==> config.mk <==
export PLATFORM = sky130hd
export DESIGN_NAME = mem_dp_be_init
export DESIGN_NICKNAME = d
export VERILOG_FILES = /design/src/rtl/mem_dp_pkg.sv /design/src/rtl/mem_dp_init_ctrl.sv /design/src/rtl/mem_dp_be_init.sv
export SDC_FILE = /design/constraint.sdc
export NUM_CORES = 1
export LEC_CHECK = 0
export CORE_MARGIN = 2
export CORE_UTILIZATION = 30
export CTS_BUF_LIST = sky130_fd_sc_hd__clkbuf_4 sky130_fd_sc_hd__clkbuf_8
export CTS_CLUSTER_DIAMETER = 60
export DETAILED_ROUTE_END_ITERATION = 16
export GPL_ROUTABILITY_DRIVEN = 0
export SLEW_MARGIN = 20
export SYNTH_ARGS = -nofsm -noshare
export SYNTH_HDL_FRONTEND = slang
export SYNTH_HIERARCHICAL = 1
export SYNTH_SLANG_ARGS = --single-unit
==> constraint.sdc <==
create_clock -name clk -period 3 [get_ports clk]
set_input_delay 0.6 -clock clk [delete_from_list [all_inputs] [get_ports clk]]
set_output_delay 0.6 -clock clk [all_outputs]
set_load 0.03 [all_outputs]
==> src/rtl/mem_dp_pkg.sv <==
// Shared types and default geometry for the byte-enable dual-port memory.
package mem_dp_pkg;

  localparam int unsigned DEF_DATA_WIDTH = 32;
  localparam int unsigned DEF_ADDR_WIDTH = 4;

  typedef enum logic [0:0] {
    ST_INIT = 1'b0,
    ST_IDLE = 1'b1
  } state_e;

endpackage

==> src/rtl/mem_dp_init_ctrl.sv <==
// Init/idle controller: sweeps every address with zeros after reset or clr.
module mem_dp_init_ctrl
  import mem_dp_pkg::*;
#(
  parameter int unsigned ADDR_WIDTH = DEF_ADDR_WIDTH
) (
  input  logic                  clk,
  input  logic                  rst_n,
  input  logic                  clr,
  output logic                  ready,
  output logic                  init_we,
  output logic [ADDR_WIDTH-1:0] init_addr
);

  localparam logic [ADDR_WIDTH-1:0] LAST_ADDR = '1;

  state_e                state;
  state_e                state_nxt;
  logic [ADDR_WIDTH-1:0] init_cnt;
  logic [ADDR_WIDTH-1:0] init_cnt_nxt;

  // Next-state and sweep counter; clr restarts the sweep from either state
  always_comb begin
    state_nxt    = state;
    init_cnt_nxt = init_cnt;
    case (state)
      ST_INIT: begin
        if (clr) begin
          init_cnt_nxt = '0;
        end else if (init_cnt == LAST_ADDR) begin
          state_nxt    = ST_IDLE;
          init_cnt_nxt = '0;
        end else begin
          init_cnt_nxt = ADDR_WIDTH'(init_cnt + 1'b1);
        end
      end
      ST_IDLE: begin
        if (clr) begin
          state_nxt    = ST_INIT;
          init_cnt_nxt = '0;
        end
      end
      default: begin
        state_nxt    = ST_INIT;
        init_cnt_nxt = '0;
      end
    endcase
  end

  // State, counter and decoded strobes, all registered off the next state
  always_ff @(posedge clk or negedge rst_n) begin
    if (!rst_n) begin
      state    <= ST_INIT;
      init_cnt <= '0;
      ready    <= 1'b0;
      init_we  <= 1'b1;
    end else begin
      state    <= state_nxt;
      init_cnt <= init_cnt_nxt;
      ready    <= (state_nxt == ST_IDLE);
      init_we  <= (state_nxt == ST_INIT);
    end
  end

  assign init_addr = init_cnt;

endmodule

==> src/rtl/mem_dp_be_init.sv <==
// Byte-enable memory with one write and one read port, self-clearing sweep
// after reset/clr, write-first bypass and a registered read port.
module mem_dp_be_init
  import mem_dp_pkg::*;
#(
  parameter int unsigned DATA_WIDTH = DEF_DATA_WIDTH,
  parameter int unsigned ADDR_WIDTH = DEF_ADDR_WIDTH
) (
  input  logic                    clk,
  input  logic                    rst_n,
  input  logic                    clr,
  output logic                    ready,
  input  logic                    wr_en,
  input  logic [ADDR_WIDTH-1:0]   wr_addr,
  input  logic [DATA_WIDTH/8-1:0] wr_be,
  input  logic [DATA_WIDTH-1:0]   wr_data,
  input  logic                    rd_en,
  input  logic [ADDR_WIDTH-1:0]   rd_addr,
  output logic                    rd_valid,
  output logic [DATA_WIDTH-1:0]   rd_data
);

  localparam int unsigned DEPTH    = 2 ** ADDR_WIDTH;
  localparam int unsigned BE_WIDTH = DATA_WIDTH / 8;

  logic [DATA_WIDTH-1:0] mem [DEPTH];

  logic                  init_we;
  logic [ADDR_WIDTH-1:0] init_addr;
  logic                  wr_fire_c;
  logic                  rd_fire_c;
  logic [DATA_WIDTH-1:0] rd_word_c;

  mem_dp_init_ctrl #(
    .ADDR_WIDTH(ADDR_WIDTH)
  ) u_ctrl (
    .clk      (clk),
    .rst_n    (rst_n),
    .clr      (clr),
    .ready    (ready),
    .init_we  (init_we),
    .init_addr(init_addr)
  );

  // Accesses only count in IDLE, and a clr in the same cycle cancels them
  assign wr_fire_c = ready & wr_en & ~clr;
  assign rd_fire_c = ready & rd_en & ~clr;

  // Write-first bypass: enabled lanes of a colliding write override the array
  always_comb begin
    rd_word_c = mem[rd_addr];
    for (int unsigned i = 0; i < BE_WIDTH; i++) begin
      if (wr_fire_c && (wr_addr == rd_addr) && wr_be[i]) begin
        rd_word_c[8*i +: 8] = wr_data[8*i +: 8];
      end
    end
  end

  // Array update: zero sweep during init, byte-lane merge otherwise
  always_ff @(posedge clk) begin
    if (init_we) begin
      mem[init_addr] <= '0;
    end else if (wr_fire_c) begin
      for (int unsigned i = 0; i < BE_WIDTH; i++) begin
        if (wr_be[i]) begin
          mem[wr_addr][8*i +: 8] <= wr_data[8*i +: 8];
        end
      end
    end
  end

  // Read register; data holds when no read is issued
  always_ff @(posedge clk or negedge rst_n) begin
    if (!rst_n) begin
      rd_valid <= 1'b0;
      rd_data  <= '0;
    end else begin
      rd_valid <= rd_fire_c;
      if (rd_fire_c) begin
        rd_data <= rd_word_c;
      end
    end
  end

endmodule

Yosys cells after proc, flatten, opt, wreduce, memory -nomap -nowiden. Memory sizes are Yosys's and may differ from the RTL's. Cells that the tools add are included.

Memories: 1. Bits in registers: 39. Bits in writable memories: 512. Output and inout port bits: 34. Input port bits: 49. Logic and storage cells: 56.

Reductions and logical operators: 6. Add/sub/neg operators: 1. Multiplexer cells: 33. Bitwise operators: 7. Equality and inequality tests: 3.

Memory list: mem (depth 16, bits a word 32, read ports 1, clocked after memory_dff 0, write ports 1, RTL line mem_dp_be_init.sv:26) `logic [DATA_WIDTH-1:0] mem [DEPTH];`.

Operators by type and width (count): $mux W32 (1); $mux W8 (4); $reduce_or A32 Y1 (1); $mux W1 (21); $mux W4 (5); $pmux W4 S2 (1); $logic_and A1 B1 Y1 (5); $add A4 B1 Y4 const B (1); $and A1 B1 Y1 (4); $eq A4 B4 Y1 (1); $eq A4 B4 Y1 const B (1); $not A1 Y1 (3); $ne A2 B2 Y1 const B (1); $pmux W1 S2 (1).

Longest topological paths before layout. Gate-level depths: netlist of the first run.

Word-level depth: 7. Depth in mapped cells: 7. Depth with buffers taken out: 5.

Hierarchy. Netlist of the first run, hierarchy kept.

Modules (own cells, without submodules): mem_dp_be_init (cells an instance 1117, area each 21871.0 um2, sequential area each 16200.5 um2, instances 1); mem_dp_init_ctrl (cells an instance 23, area each 264.0 um2, sequential area each 151.4 um2, instances 1).

Worst setup path after synthesis of the first run. OpenSTA, ideal clock, no wires.

Kind: register to register. From: register u_ctrl/state (netlist name). To: memory mem[12][24] in the netlist's numbering, enable pin. Slack: 0.302 ns. Arrival: 2.314 ns. Period minus slack after synthesis: 2.698 ns. Buffers on the path: 1. Data required time: 2.617 ns. Library setup time: 0.383 ns. Cell stages (with the launch flop): 6. Path through: dfrtp_1 nand2_1 nor4_4 mux2_2 clkbuf_1 nor3_1.

RTL lines (RTL line): to (decl) (mem_dp_be_init.sv:26).

==> impl_metrics.ini, run 1 <==
[logic_synthesis]
number_of_synthesized_flops_with_an_enable_pin = 512
synth_ff_type = edfxtp_1
synthesized_cell_area_sq_um = 22100
synth_seq_area_share = 0.739
synthCells = 1140
postSynthAreaPerCell_sq_um = 19.4
synthArstFlopShare = 0.0708
netlist-cell-type-count = 38
synth_warnings = 6
syn-num-nets = 1190
ys_seq_elements = 551

[cts]
clock_sinks = 551
cts-root-to-sink-buffers = 3
ctsResizeCount = 0
worstSkewPairLatency_ps = 660
postCtsSetupRepairBufs = 0
clk_root_buffer_cell = clkbuf_8
cts_buffers = 87
htree_num_levels = 3
tritoncts = built
clkSlewWorstSetupHoldPaths_ps = 70
hold_buffers = 0

[global_route]
first_global_vias = 12355
track_usage = 0.146
grt_antenna_before_repair = 2
globalRouteOverflowTotal = 0
grt_start_max_net_pins = 46
global_route_wire_length_before_repair_um = 80900

[worst_setup_path]
critical_path_buf_inv_count = 2
cpLargestDelayFamily = buffers and inverters
reg2reg_setup_slack_ps = 600
crit_path_start_kind = flop
critical_path.cell_chain = buf_4 -> clkdlybuf4s50_1
critical_path_required_ps = 2400
critical_path_arrival_ps = 2000
crit_path_max_fanout = 8
critPathSlowestCell = clkdlybuf4s50_1
critPathKind = reg2out
end_kind = primary output
timing.critical_path.slowest_cell_delay_ps = 710

[sta]
timing_hold_violations_final = 0
clock-skew-final_ps = 30.3
finalWorstSetupSlack_ps = 401
max-slew-margin-rel = 0.429
final.setup.tns_ps = 0
final.period_utilization = 0.866
min_period_ps = 2600
setup_repair_after_global_routing_missed_its_margin = no
timing_max_transition_violations_final = 0
worst_slew_pin_slew_ps = 857
setup_viol = 0
fmaxAchievable_mhz = 385

[drt]
drc = 0
route.detailed.vias_per_inst = 4.99
route.final.wire_length_um = 55100
routed_wire_length_per_instance_um = 23.2
drt.antenna.violating_nets = 0
routed-via-count = 11869
first_iter_violations = 1143
detailedRoute.firstPassIterationCount = 5

[floorplan]
design.die.area_sq_um = 76000
floorplan.io_pins = 83
fp.coreArea_sq_um = 73000
std_cell_rows = 99
die_y_extent_um = 276
initial_cell_density_of_the_core = 0.303
die_x_um = 276

[power_and_ir_drop]
p_comb_frac = 0.063
power.switching_fraction = 0.222
seq_power_share = 0.541
power.ir.vdd_worst_mv = 0.285
clockPowerShare = 0.397
cellPowerDensity_nw_per_um2 = 594
total_switching_power_w = 0.00350
internal-power_w = 0.0123
power.static_leakage_nw = 9.63

[place]
detailedPlacementHpwl_um = 35200
numPortBuffers = 82
detailedPlace.worstSlack_ps = -55.8
placed_cells = 2221

[min_path]
worst_hold_path_type = in2async

[finish]
final_layout_size_suffix_gt1_frac = 0.286
layout.nets = 1401
signed_area_change_from_the_synthesized_netlist_to_the_final_layout_pct = 20.0
fillCellCount = 6673
instances_no_fill = 2379

[outcome]
run_status = completed

[run]
max_cap_viol_count = 0
==> placed cells by master (no fill, tap or decap), drive strengths merged, types with 2 or more instances in the layout <==
| cell | n |
|---|---|
| and2 | 97 |
| nor3 | 64 |
| nor4 | 3 |
| a21oi | 5 |
| clkdlybuf4s50 | 79 |
| mux2 | 2 |
| mux4 | 128 |
| a41oi | 32 |
| nor2 | 42 |
| xor2 | 4 |
| inv | 2 |
| edfxtp | 512 |
| clkbuf | 127 |
| buf | 119 |
| a22o | 64 |
| dfrtp | 38 |
| a31o | 4 |
| nand2 | 6 |
| o21ai | 32 |
| clkinvlp | 3 |
| nor2b | 12 |
| clkinv | 26 |
| mux2i | 7 |
==> logic make-up (layout without fill, tap and decap cells) <==
group	count (synthesis)	in the layout	share of synthesized area
other	0	1	0
adder cells (fa/ha/maj)	1	1	0.000565
AO/OA/AOI/OAI	140	140	0.0491
buffers and inverters	78	357	0.0172
flip-flops	551	551	0.739
AND/OR/NAND/NOR	228	228	0.0571
XOR/XNOR	5	5	0.00198
multiplexers	137	137	0.135
==> worst paths after layout <==
| check | startpoint | to | cells past startpoint |
|---|---|---|---|
| hold / removal | rst_n | rd_data[12]$_DFFE_PN0P_ | 1 |
| setup / recovery | u_ctrl/state$_DFF_PN0_ | ready | 2 |
| min in group clk | rd_data[6]$_DFFE_PN0P_ | rd_data[6]$_DFFE_PN0P_ | 3 |
| max in group asynchronous | rst_n | u_ctrl/init_we$_DFF_PN1_ | 2 |
| setup reg to reg | u_ctrl/init_we$_DFF_PN1_ | mem[3][27]$_DFFE_PP_ | 6 |
| hold reg to reg | rd_data[6]$_DFFE_PN0P_ | rd_data[6]$_DFFE_PN0P_ | 3 |
==> per-layer routing <==
| metal | up-vias | wire, um | track usage | part of all wire |
|---|---|---|---|---|
| met3 | 66 | 4110 | 0.0405 | 0.075 |
| met1 | 6231 | 25100 | 0.207 | 0.45 |
| met5 | - | 0 | 0 | 0 |
| li1 | 5119 | - | - | - |
| met4 | 0 | 719 | 0.0326 | 0.013 |
| met2 | 453 | 25200 | 0.222 | 0.46 |
==> power by group through the flow <==
stage	clock network (W)	registers [W]	logic [W]
floorplan	0	0.00872	0.000490
global placement	0	0.00868	0.000987
detailed placement	0	0.00868	0.000993
CTS	0.00639	0.00853	0.000997
global route	0.00670	0.00853	0.00105
finish	0.00625	0.00852	0.000988
==> synth_stat cells, types with 2 or more instances <==
cell	count	area (sq um)
mux4_2	128	2880
buf_4	7	52.6
o21ai_0	27	135
edfxtp_1	512	15400
nor3_1	64	320
nor4_4	2	42.5
clkbuf_1	34	128
nand2_1	6	22.5
dfrtp_1	38	951
a22o_1	64	561
a31o_2	4	35.0
and2_1	97	607
mux2i_1	2	20.0
a21oi_1	4	20.0
o21ai_1	5	25.0
buf_6	5	56.3
mux2i_2	5	68.8
a41oi_1	32	280
nor2b_1	12	75.1
buf_2	19	95.1
buf_1	11	41.3
mux2_2	2	22.5
nor2_1	42	158
xor2_1	4	35.0
==> final cells by class <==
cell class / count / area, sq um / share of cell area
Tap cell: 959 / 1200 / 0.0452
Inverter: 1 / 3.75 / 0.000141
Multi-Input combinational cell: 511 / 5430 / 0.204
Timing Repair Buffer: 199 / 1870 / 0.0704
Antenna cell: 1 / 2.50 / 0.0000942
Clock buffer: 126 / 1530 / 0.0578
Sequential cell: 551 / 16400 / 0.616
Clock inverter: 31 / 166 / 0.00627
==> sequential cells by signal, summed over array words and instances, names as in the netlist <==
name / count
mem: 512
rd_data: 32
rd_valid: 1
u_ctrl/init_addr: 4
u_ctrl/init_we: 1
u_ctrl/state: 1
==> through the flow <==
stage	utilization	hold slack [ps]	power (W)	cell area [sq um]
global route	0.364	30.7	0.0163	26600
global placement	0.341	573	0.00966	24900
CTS	0.364	4.94	0.0159	26600
finish	0.364	56.7	0.0158	26600
detailed placement	0.341	569	0.00968	24900
floorplan	-	304	0.00921	22100
Note: power is estimated with default switching activity, not from simulation.
==> run 2, diff against run 1 <==
- CORE_ASPECT_RATIO: unset -> 1.25
- CTS_BUF_LIST: sky130_fd_sc_hd__clkbuf_4 sky130_fd_sc_hd__clkbuf_8 -> unset
==> run 2 against run 1 <==
- combinational power is 1% higher
- power is 0.99% higher
- worst setup slack worse by 88 ps
- final cell count is 2.6% lower
- utilization is 0.10 points lower
- global-route usage is 0.26 points lower
- critical path depth is 6 higher
- clock power is 2% higher
- wire length is 1.3% lower
- final area hardly changed
- critical endpoint is now mem[2][29]$_DFFE_PP_
==> impl_metrics.ini, run 2 (synthesis results as in run 1) <==
[worst_setup_path]
crit_path_start_kind = input port
critPathSlowestCell = clkdlybuf4s50_1
critical_path.cell_chain = clkdlybuf4s50_1 -> nor4_2 -> nor4_4 -> buf_4 -> mux2i_2 -> buf_12 -> nor3_1 -> buf_4
critical_path_buf_inv_count = 4
worst_path_most_repeated_cell = buf_4
crit_path_max_fanout = 17
critical_path_required_ps = 3270
timing.critical_path.slowest_cell_delay_ps = 660
cpLargestDelayFamily = buffers and inverters
end_kind = flop
critPathKind = in2reg
critical_path_arrival_ps = 2960

[run]
max_cap_viol_count = 0

[cts]
htree_num_levels = 2
worstSkewPairLatency_ps = 560
clkSlewWorstSetupHoldPaths_ps = 70
clk_root_buffer_cell = clkbuf_16
tritoncts = built
cts_buffers = 48
cts-root-to-sink-buffers = 3
ctsResizeCount = 0
clock_sinks = 551
hold_buffers = 0
postCtsSetupRepairBufs = 0

[global_route]
globalRouteOverflowTotal = 0
track_usage = 0.143
global_route_wire_length_before_repair_um = 79800
grt_antenna_before_repair = 1
first_global_vias = 12228
grt_start_max_net_pins = 47

[sta]
min_period_ps = 2690
final.period_utilization = 0.896
clock-skew-final_ps = 9.78
worst_slew_pin_slew_ps = 950
timing_max_transition_violations_final = 0
setup_repair_after_global_routing_missed_its_margin = no
timing_hold_violations_final = 0
max-slew-margin-rel = 0.367
final.hold.worst_slack_ps = 156
fmaxAchievable_mhz = 372
setup_viol = 0

[finish]
instances_no_fill = 2317
layout.nets = 1369
antenna_cells = 0
layout.cells.most_common_list = 512 x edfxtp_1, 128 x mux4_2, 108 x buf_4
post-route-util = 0.363
final_layout_size_suffix_gt1_frac = 0.257
largest_register_ff_count = 512
regMostFlops = mem
signed_area_change_from_the_synthesized_netlist_to_the_final_layout_pct = 20.0
fillCellCount = 6669
mostFrequentLayoutCell = edfxtp_1

[floorplan]
design.die.area_sq_um = 76000
die_x_um = 247
floorplan.io_pins = 83
std_cell_rows = 111
initial_cell_density_of_the_core = 0.302
fp.coreArea_sq_um = 73200
die_y_extent_um = 308

[place]
placed_cells = 2229
numPortBuffers = 82
detailedPlacementHpwl_um = 36200

[outcome]
run_status = completed

[power_and_ir_drop]
power.ir.vdd_worst_mv = 0.395
cellPowerDensity_nw_per_um2 = 599
report.power.total_w = 0.0159
power.static_leakage_nw = 9.59

[drt]
routed_wire_length_per_instance_um = 23.5
drt.antenna.violating_nets = 0
drc = 0
route.final.wire_length_um = 54400
detailedRoute.firstPassIterationCount = 5
routed-via-count = 11528
route.detailed.vias_per_inst = 4.98
first_iter_violations = 848

[min_path]
worst_hold_path_type = in2async
run 2: path summary, 6_finish.rpt:
path | slack, ps | from | end | cells past startpoint
worst min register to register | 590 | rd_data[4]$_DFFE_PN0P_ | rd_data[4]$_DFFE_PN0P_ | 3
min in group clk | 590 | rd_data[4]$_DFFE_PN0P_ | rd_data[4]$_DFFE_PN0P_ | 3
worst min-delay path | 160 | rst_n | rd_data[12]$_DFFE_PN0P_ | 1
worst max register to register | 680 | u_ctrl/init_we$_DFF_PN1_ | mem[2][29]$_DFFE_PP_ | 6
worst max-delay path | 310 | wr_be[0] | mem[2][29]$_DFFE_PP_ | 8
max in group asynchronous | 2070 | rst_n | rd_data[10]$_DFFE_PN0P_ | 2
run 2: where the power goes:
group | leakage (nW) | total, W | internal [W] | switching, W
Sequential | 6.08 | 0.00852 | 0.00847 | 0.0000525
Clock | 0.795 | 0.00640 | 0.00373 | 0.00267
Combinational | 2.71 | 0.000999 | 0.000439 | 0.000559
Total | 9.59 | 0.0159 | 0.0126 | 0.00329
run 2: layout make-up:
type                    instances  area (sq um)  share of cell area
clock buffers                  63          1330              0.0500
clock inverters                25           304              0.0114
inverters                       1          3.75            0.000141
multi-input cells             511          5420               0.204
flip-flops and latches        551         16400               0.616
well taps                     960          1200              0.0452
repair buffers                206          1960              0.0738
run 2: metrics by stage:
| stage | setup TNS [ps] | setup slack, ps | area [sq um] |
|---|---|---|---|
| after floorplan | 0 | 302 | 22100 |
| after global placement | -33700 | -201 | 24900 |
| after detailed placement | -56200 | -219 | 24900 |
| after CTS | 0 | 370 | 26600 |
| after global routing | 0 | 302 | 26600 |
| final | 0 | 313 | 26600 |
run 2: routing by layer:
| metal | track usage | vias up | share of wire |
|---|---|---|---|
| met4 | 0.0495 | 0 | 0.029 |
| li1 | - | 5037 | - |
| met1 | 0.179 | 6113 | 0.41 |
| met2 | 0.254 | 288 | 0.52 |
| met5 | 0 | - | 0 |
| met3 | 0.0177 | 90 | 0.039 |
==> run 3, diff against run 2 <==
- MAX_ROUTING_LAYER: unset -> met4
==> run 3 against run 2 <==
- combinational power is essentially flat
- global-route usage increased by 0.44 points
- largest cell class unchanged
- critical path type unchanged
- non-clock buffer count unchanged
==> impl_metrics.ini, run 3 (synthesis results as in run 1) <==
[outcome]
run_status = completed

[drt]
route.detailed.vias_per_inst = 4.99
routed-via-count = 11565
drc = 0
routed_wire_length_per_instance_um = 23.5
first_iter_violations = 823
drt.antenna.violating_nets = 0
route.final.wire_length_um = 54400
detailedRoute.firstPassIterationCount = 5

[worst_setup_path]
reg2reg_setup_slack_ps = 700
critical_path_arrival_ps = 2940
critical_path_required_ps = 3270
rr_startpoint = u_ctrl/init_we$_DFF_PN1_
critPathKind = in2reg
crit_path_max_fanout = 17
startpoint = wr_be[0]
crit_path_start_kind = input port
end_kind = flop

[sta]
timing_hold_violations_final = 0
worst_slew_pin_slew_ps = 947
timing_max_transition_violations_final = 0
setup_viol = 0
final.hold.worst_slack_ps = 156
fmaxAchievable_mhz = 375
max-slew-margin-rel = 0.369
final.period_utilization = 0.890
setup_repair_after_global_routing_missed_its_margin = no
min_period_ps = 2670
clock-skew-final_ps = 10.7

[global_route]
grt_start_max_net_pins = 47
first_global_vias = 12188
grt_antenna_before_repair = 1
global_route_wire_length_before_repair_um = 79900
track_usage = 0.147
globalRouteOverflowTotal = 0

[finish]
layout.cells.most_common_list = 512 x edfxtp_1, 128 x mux4_2, 108 x buf_4
mostFrequentLayoutCell = edfxtp_1
largest_register_ff_count = 512
fin_area_sq_um = 26600
antenna_cells = 0
fillCellCount = 6669
signed_area_change_from_the_synthesized_netlist_to_the_final_layout_pct = 20.0
final_layout_size_suffix_gt1_frac = 0.257
layout.nets = 1369
regMostFlops = mem

[cts]
cts_buffers = 48
tritoncts = built
cts-root-to-sink-buffers = 3
postCtsSetupRepairBufs = 0
worstSkewPairLatency_ps = 560
ctsResizeCount = 0
clk_root_buffer_cell = clkbuf_16
hold_buffers = 0
clkSlewWorstSetupHoldPaths_ps = 70
htree_num_levels = 2
clock_sinks = 551

[power_and_ir_drop]
power.static_leakage_nw = 9.59
cellPowerDensity_nw_per_um2 = 599
power.ir.vdd_worst_mv = 0.393

[floorplan]
fp.coreArea_sq_um = 73200
std_cell_rows = 111
initial_cell_density_of_the_core = 0.302
die_y_extent_um = 308
design.die.area_sq_um = 76000
die_x_um = 247
floorplan.io_pins = 83

[min_path]
worst_hold_path_type = in2async

[place]
postPlaceCellArea_sq_um = 24900
numPortBuffers = 82
detailedPlacementHpwl_um = 36200

[run]
max_cap_viol_count = 0
## run 3: cell counts in the layout (fill, tap and decap cells not counted)
Identical to the previous run, type by type.
## run 3: cell type report
cell class	instances	area, sq um	area share
flip-flops and latches	551	16400	0.616
well taps	960	1200	0.0452
repair buffers	206	1960	0.0738
clock buffers	63	1330	0.0500
multi-input cells	511	5420	0.204
clock inverters	25	304	0.0114
inverters	1	3.75	0.000141
## run 3: stage by stage
stage	setup slack, ps	utilization	setup TNS [ps]	total power, W	cells
2_1_floorplan	302	-	0	0.00921	1140
3_3_place_gp	-201	0.341	-33700	0.00968	2229
3_5_place_dp	-219	0.341	-56200	0.00970	2229
4_1_cts	370	0.363	0	0.0161	2317
5_1_grt	302	0.363	0	0.0164	2317
6_report	331	0.363	0	0.0159	2317
## run 3: final timing paths
kind                                           endpoint  depth (start not counted)
worst max-delay path               mem[2][29]$_DFFE_PP_                          8
worst min-delay path            rd_data[12]$_DFFE_PN0P_                          1
worst max register to register     mem[2][29]$_DFFE_PP_                          6
worst min register to register   rd_data[4]$_DFFE_PN0P_                          3
max in group asynchronous       rd_data[10]$_DFFE_PN0P_                          2
min in group clk                 rd_data[4]$_DFFE_PN0P_                          3
## run 3: report_power, final
group / total, W / internal (W) / switching [W]
logic: 0.000997 / 0.000439 / 0.000558
registers: 0.00852 / 0.00847 / 0.0000527
clock network: 0.00641 / 0.00373 / 0.00268
total: 0.0159 / 0.0126 / 0.00329
## run 3: routing by layer
layer	track usage	wire length (um)	vias to the layer above
met5	-	0	-
met3	0.0179	2260	100
li1	-	-	5035
met1	0.179	22100	6128
met4	0.0495	1620	0
met2	0.254	28400	302
## run 3: worst max-delay path, cell delays in order
cell and delay [ps]:
clkdlybuf4s50_1 660, nor4_2 110, nor4_4 350, buf_4 350
mux2i_2 130, buf_12 180, nor3_1 320, buf_4 230
